===== config.mk =====
export PLATFORM = sky130hd
export DESIGN_NAME = dac_writer
export DESIGN_NICKNAME = d
export VERILOG_FILES = /design/src/rtl/dac_pkg.sv /design/src/rtl/dac_tick_gen.sv /design/src/rtl/dac_writer.sv
export SDC_FILE = /design/constraint.sdc
export NUM_CORES = 1
export LEC_CHECK = 0
export ABC_CLOCK_PERIOD_IN_PS = 1740
export BUFFER_PORTS_ARGS = -buffer_cell sky130_fd_sc_hd__buf_2
export CAP_MARGIN = 20
export CORE_AREA = 2 2 68 70
export DETAILED_ROUTE_END_ITERATION = 10
export DIE_AREA = 0 0 70 72
export GPL_TIMING_DRIVEN = 0
export HOLD_SLACK_MARGIN = 0.15
export MAX_ROUTING_LAYER = met4
export PLACE_DENSITY = 0.54
export SETUP_SLACK_MARGIN = 0.05
export SLEW_MARGIN = 20
export SYNTH_ARGS = -nofsm -noshare
export SYNTH_HDL_FRONTEND = slang
export SYNTH_HIERARCHICAL = 1
export SYNTH_SLANG_ARGS = --single-unit

===== constraint.sdc =====
create_clock -name clock -period 1.74 [get_ports clock]
set_input_delay 0.087 -clock clock [delete_from_list [all_inputs] [get_ports clock]]
set_output_delay 0.087 -clock clock [all_outputs]
set_load 0.01 [all_outputs]

===== src/rtl/dac_pkg.sv =====
// ============================================================================
// dac_pkg : shared types and constants for the DAC0832-style bus writer
// Rev 1.0
// ============================================================================
`default_nettype none

package dac_pkg;

    localparam int CH_W   = 3;
    localparam int DATA_W = 8;

    localparam int DEF_CLK_DIV     = 4;
    localparam int DEF_SETUP_TICKS = 1;
    localparam int DEF_WR_TICKS    = 2;
    localparam int DEF_NUM_CH      = 4;

    localparam int TICK_CNT_W = 8;

    localparam logic [2:0] ST_IDLE  = 3'd0;
    localparam logic [2:0] ST_SETUP = 3'd1;
    localparam logic [2:0] ST_WRITE = 3'd2;
    localparam logic [2:0] ST_HOLD  = 3'd3;
    localparam logic [2:0] ST_XFER  = 3'd4;

    typedef enum logic [2:0] {
        IDLE  = ST_IDLE,
        SETUP = ST_SETUP,
        WRITE = ST_WRITE,
        HOLD  = ST_HOLD,
        XFER  = ST_XFER
    } state_t;

    function automatic logic ch_legal(input logic [CH_W-1:0] ch, input int num_ch);
        return ({1'b0, ch} < 4'(num_ch));
    endfunction

endpackage

`default_nettype wire


===== src/rtl/dac_tick_gen.sv =====
// ============================================================================
// dac_tick_gen : CLK_DIV divider with synchronous clear, registered 1-clock tick
// Rev 1.0
// ============================================================================
`default_nettype none

module dac_tick_gen #(
    parameter int CLK_DIV = 4
) (
    input  logic clock,
    input  logic reset,
    input  logic clear,
    output logic tick
);

    localparam int CW = $clog2(CLK_DIV);
    localparam logic [CW-1:0] LAST = CW'(CLK_DIV - 1);

    logic [CW-1:0] cnt_q, cnt_d;
    logic          tick_q, tick_d;

    always_comb begin
        cnt_d  = (cnt_q == LAST) ? '0 : cnt_q + 1'b1;
        tick_d = (cnt_q == LAST);
        if (clear) begin
            cnt_d  = '0;
            tick_d = 1'b0;
        end
    end

    always_ff @(posedge clock or negedge reset) begin
        if (!reset) begin
            cnt_q  <= '0;
            tick_q <= 1'b0;
        end else begin
            cnt_q  <= cnt_d;
            tick_q <= tick_d;
        end
    end

    assign tick = tick_q;

endmodule

`default_nettype wire


===== src/rtl/dac_writer.sv =====
// ============================================================================
// dac_writer : valid/ready sample words -> DAC0832-style parallel DAC bus
// Optional SIMUL_UPDATE_EN: transfer strobe only after the last channel. Rev 1.0
// ============================================================================
`default_nettype none

module dac_writer
    import dac_pkg::*;
#(
    parameter int CLK_DIV     = DEF_CLK_DIV,
    parameter int SETUP_TICKS = DEF_SETUP_TICKS,
    parameter int WR_TICKS    = DEF_WR_TICKS,
    parameter int NUM_CH      = DEF_NUM_CH
) (
    input  logic              clock,
    input  logic              reset,
    input  logic              in_valid,
    output logic              in_ready,
    input  logic [CH_W-1:0]   in_channel,
    input  logic [DATA_W-1:0] in_data,
    output logic              dac_cs_n,
    output logic              dac_wr_n,
    output logic              dac_xfer_n,
    output logic [CH_W-1:0]   dac_address,
    output logic [DATA_W-1:0] dac_data,
    output logic              ch_err
);

    localparam logic [CH_W-1:0]       LAST_CH  = CH_W'(NUM_CH - 1);
    localparam logic [TICK_CNT_W-1:0] SETUP_LD = TICK_CNT_W'(SETUP_TICKS);
    localparam logic [TICK_CNT_W-1:0] WR_LD    = TICK_CNT_W'(WR_TICKS);

    state_t                  state_q, state_d;
    logic [TICK_CNT_W-1:0]   tcnt_q, tcnt_d;
    logic                    cs_n_q, cs_n_d;
    logic                    wr_n_q, wr_n_d;
    logic                    xfer_n_q, xfer_n_d;
    logic [CH_W-1:0]         addr_q, addr_d;
    logic [DATA_W-1:0]       data_q, data_d;
    logic                    ch_err_q, ch_err_d;
    logic                    in_ready_q, in_ready_d;

    logic accept;
    logic tick;
    logic phase_done;
    logic do_xfer;

    assign accept     = in_valid & in_ready_q;
    assign phase_done = tick && (tcnt_q == TICK_CNT_W'(1));

`ifdef SIMUL_UPDATE_EN
    assign do_xfer = (addr_q == LAST_CH);
`else
    assign do_xfer = 1'b1;
`endif

    // Divider restarts on every accepted word so phase lengths are exact.
    dac_tick_gen #(
        .CLK_DIV (CLK_DIV)
    ) u_tick_gen (
        .clock (clock),
        .reset (reset),
        .clear (accept),
        .tick  (tick)
    );

    always_comb begin
        state_d  = state_q;
        tcnt_d   = tcnt_q;
        cs_n_d   = cs_n_q;
        wr_n_d   = wr_n_q;
        xfer_n_d = xfer_n_q;
        addr_d   = addr_q;
        data_d   = data_q;
        ch_err_d = 1'b0;

        if (tick && !phase_done && state_q != IDLE)
            tcnt_d = tcnt_q - 1'b1;

        case (state_q)
            IDLE: begin
                if (accept) begin
                    if (ch_legal(in_channel, NUM_CH)) begin
                        state_d = SETUP;
                        tcnt_d  = SETUP_LD;
                        cs_n_d  = 1'b0;
                        addr_d  = in_channel;
                        data_d  = in_data;
                    end else begin
                        ch_err_d = 1'b1;
                    end
                end
            end
            SETUP: begin
                if (phase_done) begin
                    state_d = WRITE;
                    tcnt_d  = WR_LD;
                    wr_n_d  = 1'b0;
                end
            end
            WRITE: begin
                if (phase_done) begin
                    state_d = HOLD;
                    tcnt_d  = TICK_CNT_W'(1);
                    wr_n_d  = 1'b1;
                end
            end
            HOLD: begin
                if (phase_done) begin
                    cs_n_d = 1'b1;
                    if (do_xfer) begin
                        state_d  = XFER;
                        tcnt_d   = WR_LD;
                        xfer_n_d = 1'b0;
                    end else begin
                        state_d = IDLE;
                    end
                end
            end
            XFER: begin
                if (phase_done) begin
                    state_d  = IDLE;
                    xfer_n_d = 1'b1;
                end
            end
            default: begin
                state_d  = IDLE;
                cs_n_d   = 1'b1;
                wr_n_d   = 1'b1;
                xfer_n_d = 1'b1;
            end
        endcase

        in_ready_d = (state_d == IDLE);
    end

    always_ff @(posedge clock or negedge reset) begin
        if (!reset) begin
            state_q    <= IDLE;
            tcnt_q     <= '0;
            cs_n_q     <= 1'b1;
            wr_n_q     <= 1'b1;
            xfer_n_q   <= 1'b1;
            addr_q     <= '0;
            data_q     <= '0;
            ch_err_q   <= 1'b0;
            in_ready_q <= 1'b0;
        end else begin
            state_q    <= state_d;
            tcnt_q     <= tcnt_d;
            cs_n_q     <= cs_n_d;
            wr_n_q     <= wr_n_d;
            xfer_n_q   <= xfer_n_d;
            addr_q     <= addr_d;
            data_q     <= data_d;
            ch_err_q   <= ch_err_d;
            in_ready_q <= in_ready_d;
        end
    end

    assign in_ready    = in_ready_q;
    assign dac_cs_n    = cs_n_q;
    assign dac_wr_n    = wr_n_q;
    assign dac_xfer_n  = xfer_n_q;
    assign dac_address = addr_q;
    assign dac_data    = data_q;
    assign ch_err      = ch_err_q;

endmodule

`default_nettype wire


==> results of run 1 <==
per-layer routing:
metal	vias to the layer above	GRT usage, %	part of all wire (%)
li1	579	-	-
met1	593	17.31	45
met2	14	23.81	52
met3	2	3.889	2.8
met4	0	3.205	0.33
met5	-	-	0
worst paths after layout:
kind,cells after the start,endpoint,slack (ns)
setup reg to reg,5,dac_address[0],0.1
max in group asynchronous,2,tcnt_q[2],0.89
setup / recovery,5,dac_address[0],0.1
hold reg to reg,1,u_tick_gen/cnt_q[0],0.45
hold / removal,3,u_tick_gen/cnt_q[0],0.21
min in group asynchronous,2,state_q[2],0.38
state kept, by name, indices dropped and copies added, names as in the netlist:
signal / flops
dac_data: 8
tcnt_q: 8
dac_address: 3
state_q: 3
u_tick_gen/cnt_q: 2
ch_err: 1
dac_cs_n: 1
dac_wr_n: 1
dac_xfer_n: 1
in_ready: 1
u_tick_gen/tick: 1
cell usage in the layout, fill, tap and decap left out, drive strengths merged, types with 2 or more instances in the layout:
cell type,synthesis,routed
clkbuf,0,5
dlygate4sd3,0,12
o211ai,3,3
nor2b,4,4
nand3,2,2
nor4,2,2
dfrtp,27,27
nor2,16,16
and2,2,2
mux2,10,10
a211oi,3,3
nor3,8,8
nand2,6,6
clkinv,0,2
nand4b,3,3
buf,5,45
xor2,4,4
mux2i,4,4
ha,3,3
o21ai,3,3
dfstp,3,3
inv,3,3
and3,4,4
final cells by class:
cell class              instances  share of cell area (%)
flip-flops and latches         30                   36.43
clock buffers                   5                   3.317
multi-input cells              91                   35.65
plain buffers                   5                   2.232
well taps                      52                   3.136
inverters                       3                  0.5428
repair buffers                 52                   16.77
clock inverters                 3                   1.930
worst max-delay path, cell delays in order (launching register included):
cell and delay [ns]:
dfrtp_1 0.40, buf_4 0.19, nor3_4 0.22, and2_4 0.21
buf_6 0.15, mux2_2 0.34
logic make-up after synthesis:
family                     synth area share (%)
and+or+nand+nor                           20.88
buffers and inverters                     3.481
adders and majority gates                 2.547
DFF                                       51.19
AOI/OAI and AO/OA                         9.168
muxes                                     10.36
xor gates and xnor gates                  2.377
stage by stage:
step / instance area, um^2 / TNS, ns / instances
floorplan: 1474 / 0 / 129
global placement: 1684 / -2.209 / 210
detailed placement: 1684 / -3.015 / 210
CTS: 1983 / 0 / 234
global route: 2074 / 0 / 241
finish: 2074 / 0 / 241
repair_timing:
action | CTS | global route
hold buffers | 12 | 0
setup endpoints to repair | 24 | 22
endpoints found under the hold margin | 38 | 0
resized for setup | 8 | 10
pin swaps | 1 | 9
setup buffers | 4 | 7
power groups by stage:
stage	Combinational [mW]	Sequential, mW	Clock, mW
floorplan	0.787	1.20	0
global placement	1.14	1.15	0
detailed placement	1.17	1.17	0
CTS	1.35	1.15	0.701
global route	1.69	1.20	0.739
finish	1.53	1.16	0.684
==> qor.csv, run 1 <==
stage;metric;value;unit
outcome;status;completed;
die;core region area;4264;um^2
setup_path;Worst EP required;1.89;ns
clock_network;Clock Latency Late Sink;0.27;ns
power;PD cells;1627;nW/um^2
grt;largest net degree at the start of global routing;31;
final_layout;fraction of layout cells with a size suffix above 1;43.39;%
die;Initial Util;34.57;%
synth;EDFF count, synth;0;
min_path;worst hold start;in_valid;
placed_design;RD Place Congestion;0.8071;
sta;worst slew pin tran;0.6709;ns
final_layout;Filler cells;411;
final_layout;P&R area growth vs syn;40.75;%
sta;WHS;0.2124;ns
setup_path;critical path endpoint category;flop;
setup_path;Worst R2R Start;state_q[1];
clock_network;TritonCTS buffer count;5;
synth;Seq/Total Area, Yosys;51.19;%
power;peak supply drop;0.6578;mV
sta;Fin. Hold Viols;0;
sta;Tmin final;1.645;ns
synth;Mapped Area;1474;um^2
clock_network;H-tree lvl count;2;
grt;first-pass GRT wire length;5.485;mm
placed_design;Port Buf Inserts;29;
synth;synthesized area per cell;11.43;um^2
routing;detailed-route DRC error count;0;
power;combinational fraction of design power;45.4;%
die;chip width;70;um
synth;Post-synth top cells;dfrtp_1 (27), nor2_1 (16), mux2_2 (10), nor3_1 (7), nand2_1 (6);
power;P_int;2.169;mW
routing;Avg Vias per Cell;4.929;
final_layout;ANT cells;0;
power;Clock power frac;20.3;%
power;leakage power;1.001;nW
synth;Syn Nets;146;
synth;top_reg_cell synth;dfrtp_1;
sta;Slew Viols, Final;0;
grt;initial antenna violation count;0;
die;die height;72;um
power;Net Sw Frac;35.75;%
placed_design;DP Wirelength;2.201;mm
placed_design;pre-CTS worst setup slack;-0.2336;ns
setup_path;Setup crit start;state_q[1];
grt;Total GRT Usage;14.20;%
sta;Slew Limit Headroom;55.27;%
setup_path;Worst Path Max Fanout;10;
min_path;min-delay worst type;in2reg;
power;Sw Pwr;1.206;mW
routing;Iteration-0 DRC Markers;59;
clock_network;CTS tree;done;
power;sequential power share;34.3;%
sta;PnR worst setup slack;0.09525;ns
sta;fmax;0.6080;GHz
sta;Setup-failing EPs final;0;
final_layout;multi-input combinational cell area;739.5;um^2
final_layout;Layout Nets;205;
synth;Synth area leaders;dfrtp_1 (46%), mux2_2 (7.6%), dfstp_2 (5.3%), nor2_1 (4.1%), mux2i_1 (2.7%);
routing;Vias;1188;
clock_network;Max clock buf depth;2;
setup_path;Startpoint Class;flop;
setup_path;Worst EP arrival;1.80;ns
routing;post-route antenna net violation count;0;
clock_network;CTS Sinks;30;
sta;clock skew;0.009672;ns
synth;post-synth top area share;45.84;%
final_layout;FF/Latch Area;755.7;um^2
synth;cell taking the most area after synthesis;dfrtp_1;
clock_network;clock-pin slew on the worst setup and hold paths;0.07;ns
die;Rows;24;
die;Die ar.;5040;um^2
synth;Mapped Cells;129;
die;Ports;30;
synth;Yosys warning count;6;
final_layout;utilization after layout;48.65;%
grt;GRT overflow;0;
power;total power;3.375;mW
clock_network;Root Buffer Master;clkbuf_8;
sta;period utilisation layout;94.53;%
synth;Yosys cell types;38;
setup_path;CP Class;reg2reg;
synth;ys async rst share;100.0;%
routing;post-DR wirelength/cell;13.87;um
routing;TritonRoute pass-1 iters;4;
run;max-cap check violation count;0;
grt;vias in the first global route;1191;
routing;routed wire length;3.343;mm
sta;RSZ-0062 raised after global routing;yes;
synth;count leader, synth;dfrtp_1;
synth;synthesized flop and latch total;30;
(Power assumes the default switching activity.)
==> run 2, diff against run 1 <==
CORE_AREA = 2 2 59 61   (was 2 2 68 70)
DIE_AREA = 0 0 61 63   (was 0 0 70 72)
PLACE_DENSITY = 0.7   (was 0.54)
==> qor.csv, run 2 (synthesized netlist as in run 1, its figures left out) <==
stage;metric;value;unit
final_layout;most frequent cells in the layout;buf_2 (31), dfrtp_1 (24), nor2_1 (16);
grt;Total GRT Usage;18.70;%
die;Ports;30;
routing;post-DR wirelength/cell;13.98;um
routing;post-route antenna net violation count;0;
setup_path;critical path endpoint category;flop;
routing;routed wire length;3.300;mm
clock_network;clock-pin slew on the worst setup and hold paths;0.10;ns
sta;RSZ-0062 raised after global routing;yes;
die;Rows;21;
grt;met3 Resource Use GR;6.211;%
placed_design;DP Wirelength;2.085;mm
routing;Iteration-0 DRC Markers;52;
die;Initial Util;45.61;%
setup_path;CP Class;reg2reg;
final_layout;fraction of layout cells with a size suffix above 1;42.63;%
clock_network;Clock Latency Late Sink;0.34;ns
final_layout;fin area;2023;um^2
power;peak supply drop;0.7031;mV
grt;initial antenna violation count;0;
sta;worst slew pin tran;0.6532;ns
sta;Fin. Hold Viols;0;
clock_network;CTS Sinks;30;
routing;Vias;1230;
die;Die ar.;3843;um^2
power;leakage power;0.9855;nW
run;max-cap check violation count;0;
sta;Setup-failing EPs final;0;
final_layout;Layout Nets;206;
clock_network;Root Buffer Master;clkbuf_4;
grt;met2 Track Usage GR;29.44;%
sta;period utilisation layout;97.50;%
grt;first-pass GRT wire length;5.175;mm
final_layout;utilization after layout;62.60;%
placed_design;RD Place Congestion;0.7472;
sta;Slew Limit Headroom;56.45;%
power;PD cells;1607;nW/um^2
sta;Tmin final;1.697;ns
min_path;min-delay worst type;in2async;
sta;Total Negative Setup Slacks;0;ns
setup_path;Worst EP arrival;1.92;ns
clock_network;H-tree lvl count;2;
final_layout;Filler cells;268;
outcome;status;completed;
final_layout;ANT cells;0;
grt;vias in the first global route;1142;
die;die height;63;um
grt;gr busiest metal;met2;
setup_path;Worst EP required;1.96;ns
sta;fmax;0.5894;GHz
grt;largest net degree at the start of global routing;31;
routing;Avg Vias per Cell;5.212;
power;total power;3.251;mW
placed_design;area post-placement;1677;um^2
grt;GRT overflow;0;
die;chip width;61;um
clock_network;TritonCTS buffer count;5;
clock_network;Max clock buf depth;2;
setup_path;Worst Path Max Fanout;7;
sta;clock skew;0.01286;ns
final_layout;P&R area growth vs syn;37.27;%
setup_path;Startpoint Class;flop;
placed_design;Port Buf Inserts;29;
die;core region area;3232;um^2
clock_network;CTS tree;done;
routing;detailed-route DRC error count;0;
grt;routing usage on met1;22.47;%
routing;TritonRoute pass-1 iters;6;
final_layout;most common cell after layout, fill and taps aside;buf_2;
sta;Slew Viols, Final;0;
## run 2: changes by cell type in the layout (fill, tap and decap cells not counted), sizes merged
cell / previous run / this run
clkbuf: 5 / 7
dlygate4sd3: 12 / 13
clkinv: 2 / 0
## run 2: worst paths after layout
path,startpoint,end,slack [ns],cells past startpoint
max,tcnt_q[2],dac_cs_n,0.04,5
min,reset,tcnt_q[1],0.31,2
max reg2reg,tcnt_q[2],dac_cs_n,0.04,5
min reg2reg,u_tick_gen/cnt_q[0],u_tick_gen/cnt_q[0],0.46,1
max in group asynchronous,reset,tcnt_q[0],0.98,2
min in group clock,u_tick_gen/cnt_q[0],u_tick_gen/cnt_q[0],0.46,1
## run 2: where the power goes
| group | switching, mW | internal (mW) |
|---|---|---|
| Sequential | 0.209 | 0.957 |
| Combinational | 0.727 | 0.775 |
| Clock | 0.240 | 0.343 |
| Total | 1.18 | 2.08 |
## run 2: repair_timing
item	4_1_cts	5_1_grt
pin swaps	3	5
gates resized for setup	7	6
hold endpoints to repair	40	0
setup endpoints to repair	24	15
hold buffers	13	0
buffers inserted	6	5
## run 2: through the flow
step	setup WS, ns	instances	hold slack [ns]
after floorplan	0.1106	129	-0.2086
after global placement	-0.1263	204	0.1428
after detailed placement	-0.1662	204	0.1601
after CTS	0.05161	231	0.3227
after global routing	-0.02792	236	0.3387
final	0.04343	236	0.3053
## run 2: layout make-up
cell class / count / area, um^2 / share of cell area, %
Multi-Input combinational cell: 91 / 713.2 / 35.25
Clock buffer: 7 / 55.05 / 2.721
Inverter: 3 / 11.26 / 0.5566
Buffer: 5 / 40.04 / 1.979
Clock inverter: 1 / 30.03 / 1.484
Timing Repair Buffer: 53 / 357.8 / 17.69
Sequential cell: 30 / 758.2 / 37.48
Tap cell: 46 / 57.56 / 2.845
## run 2: per-layer routing
metal	wire, um	vias to the layer above
met5	0	-
li1	-	580
met3	122	6
met1	1405	620
met2	1729	24
met4	42	0
## run 2: critical path, cell delays in order (launching register included)
cell and delay (ns):
dfrtp_2 0.45, nor4_4 0.41, and3_1 0.21, buf_4 0.15, a211oi_1 0.08, a211oi_1 0.27
==> run 3, diff against run 2 <==
BUFFER_PORTS_ARGS = unset   (was -buffer_cell sky130_fd_sc_hd__buf_2)
CORE_AREA = 2 2 55 57   (was 2 2 59 61)
DIE_AREA = 0 0 57 59   (was 0 0 61 63)
DONT_BUFFER_PORTS = 1   (was unset)
PLACE_DENSITY = 0.69   (was 0.7)
==> qor.csv, run 3 (synthesized netlist as in run 1, its figures left out) <==
stage;metric;value;unit
routing;M1 WL;1.259;mm
placed_design;DP Wirelength;1.914;mm
run;max-cap check violation count;0;
grt;initial antenna violation count;0;
sta;Tmin final;1.640;ns
routing;TritonRoute pass-1 iters;4;
clock_network;CTS Sinks;30;
final_layout;fraction of layout cells with a size suffix above 1;32.92;%
grt;vias in the first global route;1169;
power;leakage power;0.8565;nW
clock_network;Max clock buf depth;2;
routing;detailed-route DRC error count;0;
final_layout;most frequent cells in the layout;dfrtp_1 (26), nor2_1 (16), dlygate4sd3_1 (14);
setup_path;CP Class;reg2reg;
sta;Fin. Hold Viols;0;
sta;RSZ-0062 raised after global routing;yes;
clock_network;Root Buffer Master;clkbuf_4;
routing;met2 WL;1.604;mm
placed_design;pre-CTS worst setup slack;-0.2610;ns
outcome;status;completed;
grt;first-pass GRT wire length;5.244;mm
clock_network;TritonCTS buffer count;5;
placed_design;Port Buf Inserts;0;
grt;largest net degree at the start of global routing;31;
placed_design;RD Place Congestion;0.7917;
grt;Total GRT Usage;21.34;%
final_layout;utilization after layout;69.02;%
sta;period utilisation layout;94.23;%
setup_path;Worst EP arrival;1.85;ns
sta;WHS;0.2071;ns
sta;Slew Limit Headroom;73.15;%
routing;post-route antenna net violation count;0;
routing;routed wire length;3.049;mm
setup_path;Worst Path Max Fanout;10;
die;chip width;57;um
clock_network;CTS tree;done;
sta;worst slew pin tran;0.4019;ns
die;Ports;30;
die;Die ar.;3363;um^2
grt;GRT overflow;0;
die;core region area;2710;um^2
clock_network;clock-pin slew on the worst setup and hold paths;0.10;ns
routing;Vias;1107;
routing;Iteration-0 DRC Markers;26;
sta;Slew Viols, Final;0;
die;die height;59;um
placed_design;area post-placement;1513;um^2
power;peak supply drop;1.090;mV
routing;wire length on met3;140;um
final_layout;fin area;1871;um^2
routing;Avg Vias per Cell;5.766;
power;total power;2.890;mW
sta;fmax;0.6099;GHz
setup_path;critical path endpoint category;flop;
routing;post-DR wirelength/cell;15.88;um
die;Rows;19;
setup_path;Worst EP required;1.95;ns
clock_network;H-tree lvl count;2;
min_path;min-delay worst type;in2async;
routing;max layer used;met4;
final_layout;most common cell after layout, fill and taps aside;dfrtp_1;
final_layout;ANT cells;0;
die;Initial Util;54.39;%
final_layout;P&R area growth vs syn;26.91;%
sta;Setup-failing EPs final;0;
sta;clock skew;0.01190;ns
sta;PnR worst setup slack;0.1003;ns
final_layout;Filler cells;199;
clock_network;Clock Latency Late Sink;0.33;ns
final_layout;Layout Nets;178;
power;PD cells;1545;nW/um^2
setup_path;Startpoint Class;flop;
[run 3: changes by cell type in the layout (fill, tap and decap cells not counted), moves of 2 or more]
cell and delta:
a211oi_1 -2, a211oi_2 +2, buf_2 -30, clkinv_2 +2
dfrtp_1 +2, dfrtp_2 -2
[run 3: final timing paths]
path | cells after the start | slack [ns] | from | endpoint
max in group asynchronous | 2 | 1.28 | reset | dac_wr_n
max | 5 | 0.10 | state_q[1] | dac_data[2]
min reg2reg | 1 | 0.46 | u_tick_gen/cnt_q[0] | u_tick_gen/cnt_q[0]
min in group clock | 4 | 0.25 | in_valid | tcnt_q[3]
min | 2 | 0.21 | reset | tcnt_q[5]
max reg2reg | 5 | 0.10 | state_q[1] | dac_data[2]
[run 3: what timing repair did]
action	in CTS	in global routing
endpoints found under the setup margin	24	24
hold buffers	15	0
buffers inserted	4	6
pin swaps	1	6
gates resized for setup	7	11
endpoints found under the hold margin	46	0
[run 3: power breakdown]
group	switching (mW)	internal, mW
clock	0.237	0.145
combinational	0.603	0.666
sequential	0.283	0.955
total	1.12	1.77
[run 3: critical path, stage by stage, from the launching register on]
cell     delay, ns
dfrtp_1       0.40
buf_4         0.19
nor3_4        0.25
and2_4        0.20
buf_6         0.14
mux2_2        0.34
[run 3: routing by layer]
layer,vias to the layer above,global-route usage [%]
li1,529,-
met1,549,24.75
met2,24,35.96
met3,5,6.769
met4,0,5.980
met5,-,-
[run 3: layout make-up]
type                    count  area, um^2  share of cell area [%]
clock buffers               5       37.54                   2.007
well taps                  31       38.79                   2.074
clock inverters             2       10.01                  0.5351
plain buffers               5       46.29                   2.475
inverters                   3       11.26                  0.6020
flip-flops and latches     30       755.7                   40.40
multi-input cells          91       735.7                   39.33
repair buffers             25       235.2                   12.58
[run 3: per-stage QoR]
stage | TNS (ns) | std cells
after floorplan | 0 | 129
after global placement | -2.076 | 160
after detailed placement | -2.640 | 160
after CTS | 0 | 186
after global routing | 0 | 192
final | 0 | 192
